<file path="src/rtl/ctrl_pkg.sv">
// Shared control definitions for the 16-bit core sequencer: state encoding,
// opcode/func constants and writeback source selects.
package ctrl_pkg;

   // Encodings are visible on state_o and must stay fixed.
   typedef enum logic [2:0] {
      StFetch  = 3'd0,
      StDecode = 3'd1,
      StExec   = 3'd2,
      StMem    = 3'd3,
      StWb     = 3'd4,
      StHalt   = 3'd5,
      StFault  = 3'd6
   } state_t;

   localparam logic [1:0] OP_ALU = 2'd0;
   localparam logic [1:0] OP_IMM = 2'd1;
   localparam logic [1:0] OP_MEM = 2'd2;
   localparam logic [1:0] OP_BR  = 2'd3;

   localparam logic [2:0] FUNC_HALT = 3'd7;
   localparam logic [2:0] ALU_ADD   = 3'd0;

   localparam logic [1:0] WB_ALU = 2'd0;
   localparam logic [1:0] WB_MEM = 2'd1;

   // HALT shares the register-ALU opcode and is picked out by its func code.
   function automatic logic is_halt(input logic [1:0] op, input logic [2:0] fn);
      return (op == OP_ALU) && (fn == FUNC_HALT);
   endfunction

endpackage

</file>
<file path="src/rtl/wait_timer.sv">
// Memory handshake wait counter. Counts cycles spent waiting for ready and
// flags expiry once the count reaches WAIT_LIMIT. WAIT_LIMIT = 0 never expires.
module wait_timer #(
   parameter int unsigned WAIT_LIMIT = 16
) (
   input  logic clk,
   input  logic rst_n,
   input  logic clr,
   input  logic inc,
   output logic expired
);

   localparam int unsigned CntW = (WAIT_LIMIT == 0) ? 1 : $clog2(WAIT_LIMIT + 1);
   localparam logic [CntW-1:0] Limit = CntW'(WAIT_LIMIT);

   logic [CntW-1:0] cnt_q, cnt_d;

   // Clear has priority; saturate at the limit so the count never wraps.
   always_comb begin
      cnt_d = cnt_q;
      if (clr) begin
         cnt_d = '0;
      end else if (inc && (cnt_q != Limit)) begin
         cnt_d = cnt_q + 1'b1;
      end
   end

   // Counter register.
   always_ff @(posedge clk or negedge rst_n) begin
      if (!rst_n) begin
         cnt_q <= '0;
      end else begin
         cnt_q <= cnt_d;
      end
   end

   assign expired = (WAIT_LIMIT != 0) && (cnt_q == Limit);

endmodule

</file>
<file path="src/rtl/instr_sequencer.sv">
// Multi-cycle control FSM for the 16-bit core: fetch, decode, execute,
// memory and writeback with one instruction in flight. Traps into sticky
// HALT / FAULT states. Optional macro PERF_COUNTERS_EN adds retired/stall
// counters.
module instr_sequencer
   import ctrl_pkg::*;
#(
   parameter int unsigned WAIT_LIMIT = 16
) (
   input  logic        clk,
   input  logic        rst_n,
   input  logic [1:0]  opcode,
   input  logic [2:0]  func,
   input  logic        zero_flag,
   output logic        imem_req,
   input  logic        imem_ready,
   output logic        ir_load,
   output logic        dmem_req,
   output logic        dmem_we,
   input  logic        dmem_ready,
   output logic        pc_inc,
   output logic        pc_load,
   output logic        reg_we,
   output logic [1:0]  wb_sel,
   output logic [2:0]  alu_op,
   output logic        alu_src_imm,
   output logic        halted,
   output logic        fault,
   output logic [2:0]  state_o
`ifdef PERF_COUNTERS_EN
   ,
   output logic [31:0] retired_cnt,
   output logic [31:0] stall_cnt
`endif
);

   state_t     state_q, state_d;
   logic [1:0] op_q, op_d;
   logic [2:0] func_q, func_d;
   logic       wait_clr, wait_inc, wait_expired;

   // Any state change clears the wait count, which covers entry into FETCH and MEM.
   assign wait_clr = (state_d != state_q);
   assign wait_inc = ((state_q == StFetch) && !imem_ready) ||
                     ((state_q == StMem) && !dmem_ready);

   wait_timer #(
      .WAIT_LIMIT (WAIT_LIMIT)
   ) u_wait_timer (
      .clk     (clk),
      .rst_n   (rst_n),
      .clr     (wait_clr),
      .inc     (wait_inc),
      .expired (wait_expired)
   );

   // Next-state and strobe decode; strobes are gated by rst_n so they drop
   // the instant reset asserts rather than at the next edge.
   always_comb begin
      state_d     = state_q;
      op_d        = op_q;
      func_d      = func_q;
      imem_req    = 1'b0;
      ir_load     = 1'b0;
      dmem_req    = 1'b0;
      dmem_we     = 1'b0;
      pc_inc      = 1'b0;
      pc_load     = 1'b0;
      reg_we      = 1'b0;
      wb_sel      = WB_ALU;
      alu_op      = ALU_ADD;
      alu_src_imm = 1'b0;
      halted      = 1'b0;
      fault       = 1'b0;
      if (rst_n) begin
         unique case (state_q)
            StFetch: begin
               imem_req = 1'b1;
               ir_load  = imem_ready;
               // Ready in the same cycle as expiry still wins.
               if (imem_ready) begin
                  state_d = StDecode;
               end else if (wait_expired) begin
                  state_d = StFault;
               end
            end
            StDecode: begin
               op_d    = opcode;
               func_d  = func;
               pc_inc  = 1'b1;
               state_d = is_halt(opcode, func) ? StHalt : StExec;
            end
            StExec: begin
               unique case (op_q)
                  OP_ALU: begin
                     alu_op  = func_q;
                     state_d = StWb;
                  end
                  OP_IMM: begin
                     alu_src_imm = 1'b1;
                     state_d     = StWb;
                  end
                  OP_MEM: begin
                     // Address = base + kk through the ALU.
                     alu_src_imm = 1'b1;
                     state_d     = StMem;
                  end
                  default: begin
                     pc_load = zero_flag;
                     state_d = StFetch;
                  end
               endcase
            end
            StMem: begin
               dmem_req = 1'b1;
               dmem_we  = func_q[0];
               if (dmem_ready) begin
                  state_d = func_q[0] ? StFetch : StWb;
               end else if (wait_expired) begin
                  state_d = StFault;
               end
            end
            StWb: begin
               reg_we  = 1'b1;
               wb_sel  = (op_q == OP_MEM) ? WB_MEM : WB_ALU;
               state_d = StFetch;
            end
            StHalt: begin
               halted = 1'b1;
            end
            StFault: begin
               fault = 1'b1;
            end
            default: begin
               state_d = StFault;
            end
         endcase
      end
   end

   // State and captured decode fields.
   always_ff @(posedge clk or negedge rst_n) begin
      if (!rst_n) begin
         state_q <= StFetch;
         op_q    <= 2'd0;
         func_q  <= 3'd0;
      end else begin
         state_q <= state_d;
         op_q    <= op_d;
         func_q  <= func_d;
      end
   end

   assign state_o = state_q;

`ifdef PERF_COUNTERS_EN
   logic        retire;
   logic [31:0] retired_q, stall_q;

   assign retire = (state_q == StWb) ||
                   ((state_q == StMem) && dmem_ready && func_q[0]) ||
                   ((state_q == StExec) && (op_q == OP_BR)) ||
                   ((state_q == StDecode) && is_halt(opcode, func));

   // Free-running event counters, wrapping at 2^32.
   always_ff @(posedge clk or negedge rst_n) begin
      if (!rst_n) begin
         retired_q <= '0;
         stall_q   <= '0;
      end else begin
         if (retire) begin
            retired_q <= retired_q + 32'd1;
         end
         if (wait_inc) begin
            stall_q <= stall_q + 32'd1;
         end
      end
   end

   assign retired_cnt = retired_q;
   assign stall_cnt   = stall_q;
`endif

endmodule

</file>
<file path="config.mk">
export PLATFORM = sky130hd
export DESIGN_NAME = instr_sequencer
export DESIGN_NICKNAME = d
export VERILOG_FILES = /design/src/rtl/ctrl_pkg.sv /design/src/rtl/wait_timer.sv /design/src/rtl/instr_sequencer.sv
export SDC_FILE = /design/constraint.sdc
export NUM_CORES = 1
export LEC_CHECK = 0
export ABC_AREA = 1
export BUFFER_PORTS_ARGS = -buffer_cell sky130_fd_sc_hd__buf_2
export CAP_MARGIN = 20
export CORE_UTILIZATION = 57
export CTS_CLUSTER_SIZE = 40
export DETAILED_ROUTE_END_ITERATION = 6
export PLACE_DENSITY = 0.84
export SLEW_MARGIN = 20
export SYNTH_ARGS = -nofsm -noshare
export SYNTH_HDL_FRONTEND = slang
export SYNTH_HIERARCHICAL = 1
export SYNTH_SLANG_ARGS = --single-unit
</file>
<file path="constraint.sdc">
create_clock -name clk -period 3.1 [get_ports clk]
set_clock_uncertainty 0.05 [all_clocks]
set_input_delay 0.93 -clock clk [delete_from_list [all_inputs] [get_ports clk]]
set_output_delay 0.93 -clock clk [all_outputs]
set_load 0.02 [all_outputs]
</file>
### Word level (Yosys, flattened, before mapping)

Index checks and enable logic that the tools add are counted.
Widths: inputs -> output; s select.

| operators by class | value |
|---|---|
| add/sub/neg operators | 1 |
| eq/ne operators | 12 |
| mux-type cells | 38 |
| reductions and logical operators | 16 |

Operator list:

| operator | number |
|---|---|
| $mux 3 | 9 |
| $mux 1 | 25 |
| $pmux 3 s6 | 1 |
| $eq 3x3->1 const B | 4 |
| $mux 5 | 2 |
| $eq 3x2->1 const B | 2 |
| $pmux 3 s2 | 1 |
| $reduce_or 2->1 | 3 |
| $add 5x1->5 const B | 1 |
| $eq 5x5->1 const B | 1 |
| $ne 5x5->1 const B | 1 |
| $logic_and 1x1->1 | 4 |
| $logic_not 2->1 | 2 |
| $eq 3x1->1 const B | 1 |
| $logic_not 3->1 | 1 |
| $ne 3x3->1 | 1 |
| $reduce_or 3->1 | 1 |
| $eq 2x1->1 const B | 1 |
| $eq 2x2->1 const B | 1 |
| $logic_not 1->1 | 2 |
| $reduce_and 2->1 | 1 |
| $reduce_bool 2->1 | 1 |
| $logic_or 1x1->1 | 1 |

| word-level totals | value |
|---|---|
| flip-flop bits (word level) | 13 |
| bits of input ports | 10 |
| output and inout port bits | 18 |
| word-level logic and storage cells | 71 |

### Depth between registers and ports, before layout

Gate-level depths: netlist of the first run.

| logic depth | value |
|---|---|
| depth after elaboration | 7 |
| gate-level depth with buffers | 19 |
| depth with buffers taken out | 19 |

### By module

Netlist of the first run, hierarchy kept.

Modules (own cells, without submodules):

| module | instances | cells an instance | area each (um^2) | seq. area each (um^2) |
|---|---|---|---|---|
| instr_sequencer | 1 | 132 | 813.3 | 200.2 |
| wait_timer | 1 | 41 | 341.6 | 125.1 |

### Worst setup path after synthesis of the first run

Ideal clock, no wire load.

| timing path | value |
|---|---|
| path type | input to output |
| start | in rst_n |
| end | out fault |
| data arrival time | 1.795 ns |
| required time | 2.120 ns |
| slack | 0.325 ns |
| cell stages on the path | 3 |
| buffers on the path | 1 |
| cell sequence | inv_1 > clkbuf_1 > nor4_1 |

| on the way | value |
|---|---|
| longest elaborated chain between the ends | 1 |

Ends and longest elaborated chain:

| element | line | text |
|---|---|---|
| start: declaration | instr_sequencer.sv:11 | `input logic rst_n,` |
| $mux 1 | instr_sequencer.sv:75 | `if (rst_n) begin` |
| end: declaration | instr_sequencer.sv:28 | `output logic fault,` |

No other way between the ends.

### Worst setup path in the final report of the first run

| timing path | value |
|---|---|
| start | in rst_n |
| end | out dmem_we |

| on the way | value |
|---|---|
| longest elaborated chain between the ends | 1 |

Ends and longest elaborated chain:

| element | line | text |
|---|---|---|
| $mux 1 | instr_sequencer.sv:75 |  |
| end: declaration | instr_sequencer.sv:19 | `output logic dmem_we,` |

No other way between the ends.

==> results of run 1 <==
## through the flow
stage          utilization  cell area, um2  setup WS, ns  std cells
5_1_grt              0.720            1310         0.402        225
2_1_floorplan            -            1150         0.325        173
4_1_cts              0.720            1310         0.500        225
6_report             0.720            1310         0.501        225
3_3_place_gp         0.705            1280         0.533        221
3_5_place_dp         0.705            1280         0.503        221
## cell type report
type	instances	area, um2
Clock buffer	4	26.3
Fill cell	169	510
Inverter	28	119
Multi-Input combinational cell	127	663
Sequential cell	13	325
Tap cell	25	31.3
Timing Repair Buffer	28	145
## logic make-up after synthesis
family                   share of synthesized area
XOR/XNOR                                   0.00759
buffers and inverters                        0.144
AO/OA/AOI/OAI                               0.0563
adder cells (fa/ha/maj)                     0.0650
flip-flops                                   0.282
AND/OR/NAND/NOR                              0.442
other                                      0.00325
## state kept, by name, summed over array words and instances (netlist names)
| register | cells |
|---|---|
| state_o | 3 |
| u_wait_timer/cnt_q | 5 |
| func_q | 3 |
| op_q | 2 |
## report_power, final
part | leakage (uW) | switching [uW] | internal [uW]
combinational | 0.000579 | 383 | 217
sequential | 0.000169 | 64.8 | 223
clock | 0.0000150 | 60.3 | 49.9
## routing by layer
layer | track usage | part of all wire | vias to the layer above
li1 | - | - | 592
met1 | 0.329 | 0.43 | 499
met2 | 0.475 | 0.48 | 53
met3 | 0.0346 | 0.074 | 6
met4 | 0.103 | 0.014 | 0
met5 | 0 | 0 | -
## worst max path at each step
stage              end  slack (ns)  start
5_1_grt          fault        0.40  rst_n
6_report       dmem_we        0.50  rst_n
2_1_floorplan    fault        0.32  rst_n
3_5_place_dp   dmem_we        0.50  rst_n
4_1_cts        dmem_we        0.50  rst_n
3_3_place_gp   dmem_we        0.53  rst_n
## cell usage after synthesis, drive strengths merged, types with 2 or more instances
master / number / area, um2
clkbuf: 2 / 17.5
nor3: 3 / 15.0
ha: 6 / 75.1
o21ai: 9 / 52.6
nor2: 30 / 128
dfrtp: 13 / 325
buf: 3 / 30.0
inv: 27 / 101
nand3: 11 / 60.1
nand4: 8 / 65.1
nand2: 54 / 230
==> results.yml, run 1 <==
outcome:
  outcome: "completed"
global_route:
  grt_pass1_vias: 996
  antenna_found_initial: 0
  grt_max_degree: 22
  overflow: 0
  gr-usage-all-layers: 0.268
  grt_pass1_wl_mm: 4.13
clocking:
  post_cts_resized: 0
  cts_sinks: 13
  insertion_delay_ns: 0.28
  numCtsBuffers: 3
  postCtsHoldBufs: 0
  cts_tree: "built"
  cts_setup_buffers: 0
  htreeDepth: 1
  clk_pin_slew_worst_paths_ns: 0.09
  cts.path.max_buffers: 2
  cts_root_buf: "clkbuf_4"
setup_path:
  r2r_end: "u_wait_timer/cnt_q[3]"
  cp_max_fo: 11
  cp_num_buf_inv: 3
  r2r_start: "u_wait_timer/cnt_q[0]"
  cp_top_family: "buffers and inverters"
  endpoint_kind: "output pin"
  cp_data_required_time_ns: 2.12
  cp_slowest_stage_delay_ns: 0.21
  crit_type: "in2out"
  crit_path_top_delay_cell: "nor3_1"
  crit_arrival_ns: 1.62
  crit_cells: 4
  crit_top_cell: "buf_2"
  start_kind: "input port"
  crit_chain: "buf_2, inv_1, nor3_1, buf_2"
  reg2reg_slack_ns: 0.70
  reg2reg_depth: 17
place:
  port_buffers: 26
  gp_congestion: 0.902
  hpwl_mm: 2.02
drt:
  dr.pass1.iters: 4
  drtIter0Drc: 45
  wire_per_inst_um: 11.2
  routed_wl_mm: 2.51
  drc: 0
  viasPerCell: 5.11
  dr_total_vias: 1150
  final_antenna_net_count: 0
floorplan:
  core_area_um2: 1820
  die_h_um: 47.0
  die-area_um2: 2210
  num_rows: 15
  num_io_pins: 28
  initial_core_util: 0.634
  die_width_um: 47.0
timing:
  max_freq_mhz: 385
  holdWs_ns: 0.374
  min_period_over_period: 0.838
  rsz0062_at_grt: "false"
  fin_setup_tns_ns: 0
  finalSetupViolCount: 0
  hold_violations: 0
  period_needed_ns: 2.60
  slew_viol_final: 0
power:
  total_power_uw: 998
  p_per_area_nw_per_um2: 762
  power.leakage_uw: 0.000763
  ir_drop_v: 0.000425
min_path:
  hold_path_class: "in2async"
logic_synthesis:
  synthArstFlopShare: 1.00
  syn_area_um2: 1150
  synthFlopType: "dfrtp_1"
  ys_seq_area_frac: 0.282
  yosys_register_bits: 13
  postSynthCellCount: 173
  syn_area_per_cell_um2: 6.68
  syn_nets: 189
  yosysUniqueCellTypes: 27
  synth_warnings: 6
  synth-edff-count: 0
final_layout:
  final_common_cell: "nand2_1"
  final_cell_mix: "47 x nand2_1, 26 x buf_2, 24 x inv_1, 24 x nor2_1, 13 x dfrtp_1"
  drive_above_1_share: 0.265
  n_antenna_cell: 0
  area_delta_synth_final_pct: 13.4
  nNetsFinal: 217
job:
  cap_violations: 0
No activity file was read; power rests on OpenSTA's default activity.
==> run 2, diff against run 1 <==
--- a/config.mk
+++ b/config.mk
@@ -8,10 +8,10 @@
 export ABC_AREA = 1
 export BUFFER_PORTS_ARGS = -buffer_cell sky130_fd_sc_hd__buf_2
 export CAP_MARGIN = 20
-export CORE_UTILIZATION = 57
+export CORE_UTILIZATION = 53
 export CTS_CLUSTER_SIZE = 40
 export DETAILED_ROUTE_END_ITERATION = 6
-export PLACE_DENSITY = 0.84
+export PLACE_DENSITY = 0.79
 export SLEW_MARGIN = 20
 export SYNTH_ARGS = -nofsm -noshare
 export SYNTH_HDL_FRONTEND = slang
==> constraint.sdc (replaced) <==
create_clock -name clk -period 2.4 [get_ports clk]
set_clock_uncertainty 0.05 [all_clocks]
set_input_delay 0.72 -clock clk [delete_from_list [all_inputs] [get_ports clk]]
set_output_delay 0.72 -clock clk [all_outputs]
set_load 0.02 [all_outputs]
==> results.yml, run 2 (synthesized netlist as in run 1, its figures left out) <==
outcome:
  outcome: "completed"
timing:
  min_period_over_period: 0.955
  hold_violations: 0
  rsz0062_at_grt: "false"
  period_needed_ns: 2.29
  fin_setup_tns_ns: 0
  finalSetupViolCount: 0
  max_freq_mhz: 436
  slew_viol_final: 0
  holdWs_ns: 0.204
global_route:
  grt_max_degree: 15
  gr-usage-all-layers: 0.220
  grt_pass1_wl_mm: 4.09
  overflow: 0
  grt_pass1_vias: 962
  antenna_found_initial: 0
clocking:
  htreeDepth: 1
  cts_root_buf: "clkbuf_4"
  cts_tree: "built"
  cts.path.max_buffers: 2
  clk_pin_slew_worst_paths_ns: 0.09
  numCtsBuffers: 3
  insertion_delay_ns: 0.28
  cts_sinks: 13
  postCtsHoldBufs: 0
drt:
  drc: 0
  routed_wl_mm: 2.46
  final_antenna_net_count: 0
  wire_per_inst_um: 10.7
  dr_total_vias: 1133
  viasPerCell: 4.93
  drtIter0Drc: 34
  dr.pass1.iters: 4
floorplan:
  die-area_um2: 2370
  num_rows: 16
  num_io_pins: 28
  core_area_um2: 2000
  die_width_um: 48.7
  die_h_um: 48.7
  initial_core_util: 0.577
final_layout:
  drive_above_1_share: 0.291
  n_antenna_cell: 0
  final_common_cell: "nand2_1"
  largest-register: "u_wait_timer/cnt_q"
  nNetsFinal: 220
  largest_reg_flops: 5
  final_cell_mix: "47 x nand2_1, 26 x buf_2, 24 x nor2_1"
  area_delta_synth_final_pct: 16.0
setup_path:
  reg2reg_depth: 17
  crit_type: "reg2out"
  endpoint_kind: "output pin"
  cp_max_fo: 11
  reg2reg_slack_ns: 0.27
  cp_slowest_stage_delay_ns: 0.48
  r2r_end: "u_wait_timer/cnt_q[3]"
  crit_path_top_delay_cell: "dfrtp_2"
  crit_chain: "inv_4, nand3_2, inv_1, nand2_1, nor2_1, buf_2"
  start_kind: "register"
  crit_arrival_ns: 1.52
  cp_num_buf_inv: 3
  r2r_start: "u_wait_timer/cnt_q[0]"
  cp_top_family: "flip-flops"
  cp_data_required_time_ns: 1.63
power:
  ir_drop_v: 0.000691
  p_per_area_nw_per_um2: 956
  power.leakage_uw: 0.000774
  total_power_uw: 1280
place:
  gp_congestion: 0.827
  hpwl_mm: 1.98
  port_buffers: 26
job:
  cap_violations: 0
min_path:
  hold_path_class: "in2async"
## run 2: cell types whose count changed in the layout (fill, tap and decap cells not counted)
cell,previous run,this run
dfrtp_1,13,11
inv_4,0,1
inv_1,24,23
buf_4,2,5
dfrtp_2,0,2
## run 2: power breakdown
group | total, uW | leakage [uW] | internal [uW] | switching [uW]
clock network | 143 | 0.0000150 | 64.6 | 78.8
logic | 761 | 0.000592 | 288 | 473
registers | 376 | 0.000166 | 291 | 85.4
total | 1280 | 0.000774 | 643 | 637
## run 2: timing repair
item	in CTS	in global routing
setup endpoints to repair	1	10
hold endpoints to repair	0	0
buffers inserted	0	2
gates resized for setup	1	3
## run 2: metal layers
layer	share of wire	global-route usage	routed length, um	up-vias
li1	-	-	-	594
met1	0.44	0.286	1080	499
met2	0.49	0.363	1200	36
met3	0.061	0.0377	151	4
met4	0.011	0.0784	27	0
met5	0	0	0	-
## run 2: through the flow
step / std cells / instance area, um2 / utilization / setup slack, ns
6_report: 230 / 1340 / 0.669 / 0.108
5_1_grt: 230 / 1340 / 0.669 / 0.00844
4_1_cts: 228 / 1320 / 0.661 / 0.0576
3_5_place_dp: 224 / 1290 / 0.646 / 0.125
3_3_place_gp: 224 / 1290 / 0.646 / 0.142
2_1_floorplan: 173 / 1150 / - / 0.0448
## run 2: layout make-up
cell class | count | area [um2]
Tap cell | 27 | 33.8
Timing Repair Buffer | 31 | 168
Inverter | 28 | 121
Sequential cell | 13 | 328
Clock buffer | 4 | 26.3
Fill cell | 184 | 662
Multi-Input combinational cell | 127 | 663
## run 2: worst max-delay path by stage
stage | from | end | slack [ns] | cells after the start
after detailed placement | rst_n | fault | 0.13 | 4
final | state_o[2] | alu_op[1] | 0.11 | 6
after CTS | state_o[2] | alu_op[1] | 0.06 | 6
after global routing | rst_n | fault | 0.008 | 4
after global placement | rst_n | pc_load | 0.14 | 4
after floorplan | rst_n | fault | 0.04 | 3
